===== src/rtl/ram_port_arbiter_pkg.sv =====
// Shared defaults and types for the dual-port RAM arbiter.
package ram_arb_pkg;
  localparam int NUM_REQ_DEF = 4;
  localparam int DATA_W_DEF  = 64;
  localparam int ADDR_W_DEF  = 12;
  localparam int RD_LAT_DEF  = 1;

  typedef logic [ADDR_W_DEF-1:0] ram_addr_t;
  typedef logic [DATA_W_DEF-1:0] ram_data_t;

  function automatic int wrap_inc(input int i, input int n);
    return (i + 1 == n) ? 0 : i + 1;
  endfunction
endpackage


===== src/rtl/rr_arbiter.sv =====
// Round-robin arbiter: first requester at or after the pointer wins; pointer moves past the winner on accept.
module rr_arbiter
  import ram_arb_pkg::*;
#(
  parameter int N = NUM_REQ_DEF
) (
  input  logic         clock,
  input  logic         reset,
  input  logic [N-1:0] req,
  input  logic         hold,
  output logic [N-1:0] cand,
  output logic [N-1:0] gnt
);
  localparam int PW = (N > 1) ? $clog2(N) : 1;

  logic [PW-1:0] ptr;
  logic [PW-1:0] idx;
  logic [PW-1:0] win;
  logic          found;

  always_comb begin
    cand  = '0;
    win   = '0;
    found = 1'b0;
    idx   = '0;
    for (int k = 0; k < N; k++) begin
      idx = PW'((int'(ptr) + k) % N);
      if (!found && req[idx]) begin
        cand[idx] = 1'b1;
        win       = idx;
        found     = 1'b1;
      end
    end
  end

  // hold suppresses the grant without disturbing the rotation
  assign gnt = hold ? '0 : cand;

  always_ff @(posedge clock) begin
    if (reset)
      ptr <= '0;
    else if (found && !hold)
      ptr <= PW'(wrap_inc(int'(win), N));
  end
endmodule


===== src/rtl/ram_port_arbiter.sv =====
// Shares a dual-port RAM among NUM_REQ requesters with independent round-robin write/read arbitration.
// Optional RAM_ARB_COLLISION_EN: stall a read that hits the address being written in the same cycle.
module ram_port_arbiter
  import ram_arb_pkg::*;
#(
  parameter int NUM_REQ = NUM_REQ_DEF,
  parameter int DATA_W  = DATA_W_DEF,
  parameter int ADDR_W  = ADDR_W_DEF,
  parameter int RD_LAT  = RD_LAT_DEF
) (
  input  logic                      clock,
  input  logic                      reset,
  input  logic [NUM_REQ-1:0]        wr_req_valid,
  output logic [NUM_REQ-1:0]        wr_req_ready,
  input  logic [NUM_REQ*ADDR_W-1:0] wr_req_addr,
  input  logic [NUM_REQ*DATA_W-1:0] wr_req_data,
  input  logic [NUM_REQ-1:0]        rd_req_valid,
  output logic [NUM_REQ-1:0]        rd_req_ready,
  input  logic [NUM_REQ*ADDR_W-1:0] rd_req_addr,
  output logic [NUM_REQ-1:0]        rd_rsp_valid,
  output logic [DATA_W-1:0]         rd_rsp_data,
  output logic                      write,
  output logic [ADDR_W-1:0]         wr_address,
  output logic [DATA_W-1:0]         data_in,
  output logic                      read,
  output logic [ADDR_W-1:0]         rd_address,
  input  logic [DATA_W-1:0]         data_out
);
  logic [NUM_REQ-1:0] wr_cand, wr_gnt, rd_cand, rd_gnt;
  logic [ADDR_W-1:0]  wr_sel_addr, rd_sel_addr;
  logic [DATA_W-1:0]  wr_sel_data;
  logic               collide;
  logic [RD_LAT:0][NUM_REQ-1:0] tag_pipe;

  rr_arbiter #(.N(NUM_REQ)) u_wr_arb (
    .clock(clock), .reset(reset), .req(wr_req_valid), .hold(reset),
    .cand(wr_cand), .gnt(wr_gnt)
  );

  rr_arbiter #(.N(NUM_REQ)) u_rd_arb (
    .clock(clock), .reset(reset), .req(rd_req_valid), .hold(reset | collide),
    .cand(rd_cand), .gnt(rd_gnt)
  );

  always_comb begin
    wr_sel_addr = '0;
    wr_sel_data = '0;
    rd_sel_addr = '0;
    for (int i = 0; i < NUM_REQ; i++) begin
      if (wr_gnt[i]) begin
        wr_sel_addr = wr_req_addr[i*ADDR_W +: ADDR_W];
        wr_sel_data = wr_req_data[i*DATA_W +: DATA_W];
      end
      if (rd_cand[i]) rd_sel_addr = rd_req_addr[i*ADDR_W +: ADDR_W];
    end
  end

`ifdef RAM_ARB_COLLISION_EN
  // compare against the un-held read candidate to avoid a loop through the read grant
  assign collide = (|wr_gnt) && (|rd_cand) && (wr_sel_addr == rd_sel_addr);
`else
  assign collide = 1'b0;
`endif

  assign wr_req_ready = wr_gnt;
  assign rd_req_ready = rd_gnt;
  assign rd_rsp_valid = tag_pipe[RD_LAT];
  assign rd_rsp_data  = (|tag_pipe[RD_LAT]) ? data_out : '0;

  always_ff @(posedge clock) begin
    if (reset) begin
      write      <= 1'b0;
      wr_address <= '0;
      data_in    <= '0;
      read       <= 1'b0;
      rd_address <= '0;
      tag_pipe   <= '0;
    end else begin
      write <= |wr_gnt;
      if (|wr_gnt) begin
        wr_address <= wr_sel_addr;
        data_in    <= wr_sel_data;
      end
      read <= |rd_gnt;
      if (|rd_gnt) rd_address <= rd_sel_addr;
      tag_pipe[0] <= rd_gnt;
      for (int s = 1; s <= RD_LAT; s++) tag_pipe[s] <= tag_pipe[s-1];
    end
  end

  // wr_cand is only needed by the collision compare through wr_gnt
  logic unused_ok;
  assign unused_ok = ^wr_cand;
endmodule

===== config.mk =====
export PLATFORM = sky130hd
export DESIGN_NAME = ram_port_arbiter
export DESIGN_NICKNAME = d
export VERILOG_FILES = /design/src/rtl/ram_port_arbiter_pkg.sv /design/src/rtl/rr_arbiter.sv /design/src/rtl/ram_port_arbiter.sv
export SDC_FILE = /design/constraint.sdc
export NUM_CORES = 1
export LEC_CHECK = 0
export CORE_AREA = 3 3 227 229
export CTS_CLUSTER_DIAMETER = 150
export DETAILED_ROUTE_END_ITERATION = 8
export DIE_AREA = 0 0 230 232
export HOLD_SLACK_MARGIN = 0.1
export PLACE_DENSITY_LB_ADDON = 0.08
export REMOVE_ABC_BUFFERS = 1
export SLEW_MARGIN = 20
export SYNTH_ARGS = -nofsm -noshare
export SYNTH_HDL_FRONTEND = slang
export SYNTH_SLANG_ARGS = --single-unit

===== constraint.sdc =====
create_clock -name clock -period 4.1 [get_ports clock]
set_input_delay 0.82 -clock clock [delete_from_list [all_inputs] [get_ports clock]]
set_output_delay 0.82 -clock clock [all_outputs]
set_load 0.01 [all_outputs]

==> results.py, run 1 <==
metrics = {
    "timing": {
        "fin_crit_ns": 3.91,
        "finalSetupViolations": 0,
        "rsz0062_at_grt": "no",
        "maxSlewHeadroom_pct": 30.3,
        "whs_ns": 0.439,
        "fin_setup_tns_ns": 0,
        "post-route-period-util_pct": 95.4,
        "tightest_slew_ns": 1.05,
        "fmax_ghz": 0.256,
        "fin_skew_ns": 0.0160,
        "final_max_slew_viol_count": 0,
        "finalHoldViolations": 0,
    },
    "global_routing": {
        "antenna_found_initial": 8,
        "grt_max_degree": 65,
        "grt_pass1_vias": 8988,
        "grt_util_all_layers_pct": 17.0,
        "grt_pass1_wl_um": 66400,
        "gr-total-overflow": 0,
    },
    "synth": {
        "ys_seq_area_share_pct": 29.6,
        "synth_flop_cell": "dfxtp_1",
        "syn-instance-count": 825,
        "async_reset_ff_share_pct": 0,
        "ys_types": 49,
        "yosysWarnings": 0,
        "synth_seq_cells": 102,
        "avgSynthCellArea_um2": 8.37,
        "syn_area_mm2": 0.00691,
        "synth-edff-count": 0,
    },
    "floorplanning": {
        "start_util_pct": 13.8,
        "core_area_mm2": 0.0499,
        "io_pins": 592,
        "die-area_mm2": 0.0534,
        "die_h_um": 232,
        "die_x_um": 230,
        "num_rows": 82,
    },
    "setup_path": {
        "cp_cell_sequence": "clkdlybuf4s50_1 > mux4_2 > nor3_2 > and2_2 > a221oi_1 > nor2_1 > clkdlybuf4s50_1",
        "cp_data_required_time_ns": 3.28,
        "slowest_delay_ns": 0.56,
        "crit_arrival_ns": 3.09,
        "cp-end-kind": "primary output",
        "critPathMaxFanout": 6,
        "cp_common_cell": "clkdlybuf4s50_1",
        "crit_slowest_cell": "clkdlybuf4s50_1",
        "critical_path_class": "input port to primary output",
        "start_kind": "input port",
    },
    "clock_network": {
        "cts_made_buffers": 9,
        "post_cts_buffers": 0,
        "htree_levels": 3,
        "worstSkewPairLatency_ns": 0.38,
        "clock_path_buffers": 2,
        "cts_tree": "built",
        "ctsHoldBuffers": 0,
        "clock-root-buffer": "clkbuf_16",
        "clock_sinks": 102,
        "clk_pin_slew_ns": 0.07,
    },
    "drt": {
        "drc": 0,
        "wire_per_inst_um": 22.9,
        "dr.pass1.iters": 4,
        "final_antenna_net_count": 0,
        "finalWirelength_um": 47800,
        "initialDrtViolationCount": 399,
        "vias_per_cell": 4.22,
        "vias": 8793,
    },
    "layout": {
        "final_area_mm2": 0.0142,
        "layout-drive-gt1-share_pct": 9.62,
        "area_delta_synth_final_pct": 106,
        "final_nets": 1841,
    },
    "flow_run": {
        "maxCapViolations": 0,
    },
    "placed_design": {
        "dpl.hpwl_um": 38400,
        "placed_cell_area_mm2": 0.0139,
        "port_buffers": 591,
        "gp_congestion": 0.812,
    },
    "power": {
        "p_leak_nw": 5.22,
        "finalPower_mw": 9.64,
        "power.density_mw_per_mm2": 679,
        "vdd_drop_max_uv": 476,
    },
    "status": {
        "status": "complete, no violations",
    },
    "hold_path": {
        "hold_path_class": "register to register",
    },
}
## placed cells by master (no fill, tap or decap), drive strengths merged, types with 3 or more instances in the layout
| master | netlist | final |
|---|---|---|
| o22ai | 14 | 14 |
| dfxtp | 102 | 102 |
| nand3b | 6 | 6 |
| clkbuf | 61 | 10 |
| nor3 | 5 | 5 |
| a221oi | 16 | 16 |
| inv | 100 | 101 |
| mux2 | 3 | 3 |
| a21oi | 89 | 89 |
| a221o | 81 | 81 |
| nor2b | 69 | 69 |
| nor2 | 90 | 90 |
| and2 | 3 | 3 |
| buf | 28 | 66 |
| nand2 | 9 | 9 |
| nand2b | 3 | 3 |
| ha | 14 | 14 |
| diode | 0 | 7 |
| nor3b | 5 | 5 |
| o32ai | 88 | 88 |
| dlymetal6s2s | 0 | 4 |
| clkdlybuf4s50 | 0 | 584 |
| mux4 | 7 | 7 |
## cells in the mapped netlist, drive strengths merged (3+ instances only)
master	n	area share, %
nor2b	69	6.3
o22ai	14	1.3
ha	14	2.5
a21oi	89	6.5
o32ai	88	14
mux2	3	0.49
nor3b	5	0.54
nand2b	3	0.27
a221oi	16	2.1
nand3b	6	0.65
clkbuf	61	3.3
dfxtp	102	30
mux4	7	2.3
nand2	9	0.49
inv	100	5.4
and2	3	0.27
nor3	5	0.36
nor2	90	4.9
a221o	81	12
buf	28	2.6
## kinds of logic after synthesis
group / count (synthesis) / share of synthesized area [%]
AOI/OAI and AO/OA: 305 / 38.3
and+or+nand+nor: 200 / 14.7
buffers and inverters: 189 / 11.4
DFF: 102 / 29.6
adders and majority gates: 14 / 2.54
muxes: 12 / 3.06
xor gates and xnor gates: 3 / 0.381
## sequential cells by signal, summed over array words and instances, names as in the netlist, named ones only
signal,cells
wr_address,12
rd_rsp_valid,4
tag_pipe,4
u_rd_arb.ptr,1
data_in,64
u_wr_arb.ptr,1
rd_address,12
write,1
read,1
## routing by layer
metal  global-route usage, %  vias up  part of all wire [%]
met2                    29.3      323                    49
met1                    20.3     4209                    42
met4                    3.45        6                   1.2
li1                        -     4229                     -
met3                    6.40       26                   8.1
met5                       0        -                 0.086
## cell type report
type	instances	area (um^2)
fill	5396	35700
timing repair buffer	654	6490
multi-input combinational	534	4140
sequential	102	2040
tap	672	841
inverter	100	375
clock buffer	10	239
clock inverter	4	57.6
antenna	7	17.5
## critical path, delay by kind of cell
kind	cells	cell delay [ns]
compound gates	1	0.11
mux	1	0.52
simple gates	3	0.59
buf+inv	2	1.04
## power by group
part	internal [mW]	switching (mW)	leakage (nW)
Clock	0.491	0.463	0.143
Sequential	1.48	0.228	0.852
Combinational	3.36	3.62	4.23
Total	5.33	4.31	5.22
## repair_timing
action                                  CTS  global route
gates resized for setup                   1             7
endpoints found under the setup margin    2             6
pin swaps                                 0             0
## stage by stage
stage	setup WS, ns	std cells	util [%]
floorplan	-2.74	736	-
global placement	-0.175	2062	27.8
detailed placement	-0.167	2062	27.8
CTS	0.000841	2076	28.4
global route	0.0454	2078	28.5
finish	0.189	2083	28.5
## path summary, 6_finish.rpt
kind	start	endpoint	slack (ns)	cells after the start
setup / recovery	rd_req_valid[3]	rd_req_ready[2]	0.19	7
hold / removal	tag_pipe[2]	rd_rsp_valid[2]	0.44	1
setup reg to reg	register	data_in[41]	0.53	12
hold reg to reg	tag_pipe[2]	rd_rsp_valid[2]	0.44	1
Note: power is estimated with default switching activity, not from simulation.
==> run 2: changes to the inputs <==
CAP_MARGIN = 0   (was default)
==> results of run 2 <==
Same layout as run 1: the final DEF is identical, and so are final timing and power.
==> run 3: changes to the inputs <==
ABC_AREA = 1   (was default)
CORE_AREA = 3 3 231 233   (was 3 3 227 229)
DIE_AREA = 0 0 234 236   (was 0 0 230 232)
DONT_BUFFER_PORTS = 1   (was default)
==> run 3 against run 2 <==
Maximum frequency increased by 9.9%. Non-clock buffer count decreased by 632. Synthesized area increased by 30%. Count of clock-buffer cells in the layout increased by 3. Utilization decreased by 9.5 points. Critical endpoint is now wr_req_ready[2]. Largest power group unchanged.
==> results.py, run 3 <==
metrics = {
    "layout": {
        "final_area_mm2": 0.00978,
        "multi_input_area_mm2": 0.00564,
        "reg_top3": "data_in (64), rd_address (12), wr_address (12)",
        "nFillCells": 6094,
        "final_cell_mix": "nand2_1 (507), nor2_1 (281), nand3_1 (253), inv_1 (177), dfxtp_1 (102)",
        "register_area_mm2": 0.00204,
        "largest_register_ffs": 64,
        "area_delta_synth_final_pct": 9.32,
        "final_nets": 2037,
        "largest-register": "data_in",
        "layout_commonest_cell": "nand2_1",
        "layout-drive-gt1-share_pct": 3.87,
    },
    "synth": {
        "muxShareOfSynthArea_pct": 0,
        "syn-instance-count": 1691,
        "avgSynthCellArea_um2": 5.29,
        "synth_top_family_by_area": "simple AND/OR/NAND/NOR gates",
        "yosysWarnings": 0,
        "synth_seq_cells": 102,
        "yosysMostFrequentCell": "nand2_1",
        "ys_seq_area_share_pct": 22.8,
        "async_reset_ff_share_pct": 0,
        "ys_types": 29,
        "synth-simple-area-share_pct": 48.6,
        "synth-edff-count": 0,
        "yosys-top-cells-count": "nand2_1 (510), nor2_1 (281), nand3_1 (254)",
        "synth.largest_area_cell": "dfxtp_1",
        "yosysTopAreaCellShare_pct": 22.8,
        "synth-xor-area-share_pct": 0.0979,
        "syn_area_mm2": 0.00894,
        "synth_flop_cell": "dfxtp_1",
        "synth_compound_area_share_pct": 11.8,
        "synth.area.top_cells": "dfxtp_1 (23%), nand2_1 (21%), nand3_1 (14%)",
        "synthAdderAreaFrac_pct": 1.96,
    },
    "power": {
        "vdd_drop_max_uv": 398,
        "p_leak_nw": 4.84,
        "clockPowerShare_pct": 10.0,
        "pwr-share-comb_pct": 67.9,
        "swShare_pct": 60.2,
        "p_seq_share_pct": 22.1,
        "p_int_mw": 3.79,
        "p_switching_mw": 5.73,
        "power.density_mw_per_mm2": 973,
    },
    "floorplanning": {
        "die-area_mm2": 0.0552,
        "core_area_mm2": 0.0514,
        "die_x_um": 234,
        "num_rows": 83,
        "start_util_pct": 17.4,
        "io_pins": 592,
        "die_h_um": 236,
    },
    "clock_network": {
        "clock_path_buffers": 2,
        "cts_tree": "built",
        "clock-root-buffer": "clkbuf_16",
        "cts_made_buffers": 9,
        "post_cts_resized": 0,
        "ctsHoldBuffers": 0,
        "clk_pin_slew_ns": 0.08,
        "post_cts_buffers": 0,
        "clock_sinks": 102,
        "worstSkewPairLatency_ns": 0.38,
        "htree_levels": 3,
    },
    "setup_path": {
        "crit_slowest_cell": "dfxtp_1",
        "slowest_delay_ns": 0.55,
        "start_kind": "register",
        "critPathTopFamily": "simple AND/OR/NAND/NOR gates",
        "crit_arrival_ns": 2.74,
        "critical_path_class": "register to primary output",
        "cp-end-kind": "primary output",
        "critPathMaxFanout": 18,
        "r2r_cells": 14,
        "cp_cell_sequence": "inv_2 > ha_1 > inv_1 > nand2_1 > nand2_1 > nor2_2 > nand2_1 > inv_2 > nand3_1 > nand3_4 > nand2_4 > inv_1",
        "cp_data_required_time_ns": 3.28,
        "path_depth": 12,
        "path_buf_inv": 4,
        "cp_common_cell": "nand2_1",
    },
    "timing": {
        "fin_skew_ns": 0.0125,
        "fin_crit_ns": 3.56,
        "layout_setup_ws_ns": 0.542,
        "post-route-period-util_pct": 86.8,
        "final_max_slew_viol_count": 0,
        "tightest_slew_ns": 0.734,
        "rsz0062_at_grt": "no",
        "fmax_ghz": 0.281,
        "whs_ns": 0.406,
        "finalHoldViolations": 0,
        "fin_setup_tns_ns": 0,
        "maxSlewHeadroom_pct": 51.0,
        "finalSetupViolations": 0,
    },
    "status": {
        "status": "complete, no violations",
    },
    "drt": {
        "finalWirelength_um": 47700,
        "vias": 10300,
        "wire_per_inst_um": 20.8,
        "drc": 0,
        "dr.pass1.iters": 5,
        "initialDrtViolationCount": 548,
        "final_antenna_net_count": 0,
        "vias_per_cell": 4.51,
    },
    "flow_run": {
        "maxCapViolations": 0,
    },
    "hold_path": {
        "min_from": "tag_pipe[0]",
        "whs_path_depth": 2,
        "hold_path_class": "register to register",
    },
    "global_routing": {
        "grt_pass1_wl_um": 67600,
        "grt_max_degree": 94,
        "grt_util_all_layers_pct": 16.5,
        "gr-total-overflow": 0,
        "antenna_found_initial": 5,
        "grt_pass1_vias": 9967,
    },
    "placed_design": {
        "dpl.hpwl_um": 35400,
        "gp_congestion": 0.870,
        "port_buffers": 0,
        "placed_cell_area_mm2": 0.00946,
        "dp_slack_ns": 0.790,
    },
}
[run 3: changes by cell type after synthesis, moves of 15 or more]
| cell | before | now |
|---|---|---|
| buf_2 | 17 | 40 |
| nor2b_1 | 69 | 0 |
| o21ai_0 | 1 | 47 |
| a221oi_1 | 15 | 0 |
| nor2_1 | 90 | 281 |
| a221o_1 | 81 | 0 |
| o21ai_1 | 0 | 50 |
| nand2_1 | 9 | 510 |
| nand3_1 | 2 | 254 |
| o32ai_1 | 58 | 0 |
| inv_1 | 100 | 177 |
| o32ai_2 | 30 | 0 |
[run 3: power by group through the flow]
| stage | Clock, mW | Combinational (mW) | Sequential (mW) |
|---|---|---|---|
| final | 0.956 | 6.46 | 2.10 |
| after global routing | 1.06 | 7.54 | 2.16 |
| after CTS | 1.03 | 6.64 | 2.14 |
| after detailed placement | 0 | 6.61 | 2.16 |
| after global placement | 0 | 6.60 | 2.17 |
| after floorplan | 0 | 4.68 | 1.86 |
[run 3: tightest hold or removal path, stage by stage, from the launching register on]
cell and delay (ns):
dfxtp_1 0.30, inv_1 0.04, nor2_1 0.03
[run 3: layout make-up]
type	instances	share of cell area (%)
flip-flops and latches	102	20.9
well taps	680	8.70
clock inverters	3	0.435
repair buffers	22	2.33
multi-input cells	1277	57.7
clock buffers	13	2.66
inverters	185	7.15
diodes	5	0.128
[run 3: path summary, 6_finish.rpt]
check | to | slack (ns)
worst max-delay path | wr_req_ready[2] | 0.54
worst min-delay path | rd_rsp_valid[0] | 0.41
worst max register to register | data_in[46] | 0.85
worst min register to register | rd_rsp_valid[0] | 0.41
[run 3: logic make-up after synthesis]
group,count (synthesis)
xor gates and xnor gates,1
and+or+nand+nor,1061
buffers and inverters,312
AOI/OAI and AO/OA,201
adders and majority gates,14
DFF,102
[run 3: metrics by stage]
stage                     instances  util [%]  power (mW)
after floorplan                1564         -        6.54
after global placement         2266      18.4        8.77
after detailed placement       2266      18.4        8.76
after CTS                      2282      19.0        9.81
after global routing           2285      19.0        10.8
final                          2287      19.0        9.52
[run 3: routing by layer]
metal  GRT usage, %  share of wire, %
met3           5.35               7.7
met5              0             0.027
met1           17.4                37
met2           31.5                54
met4           3.58               1.6
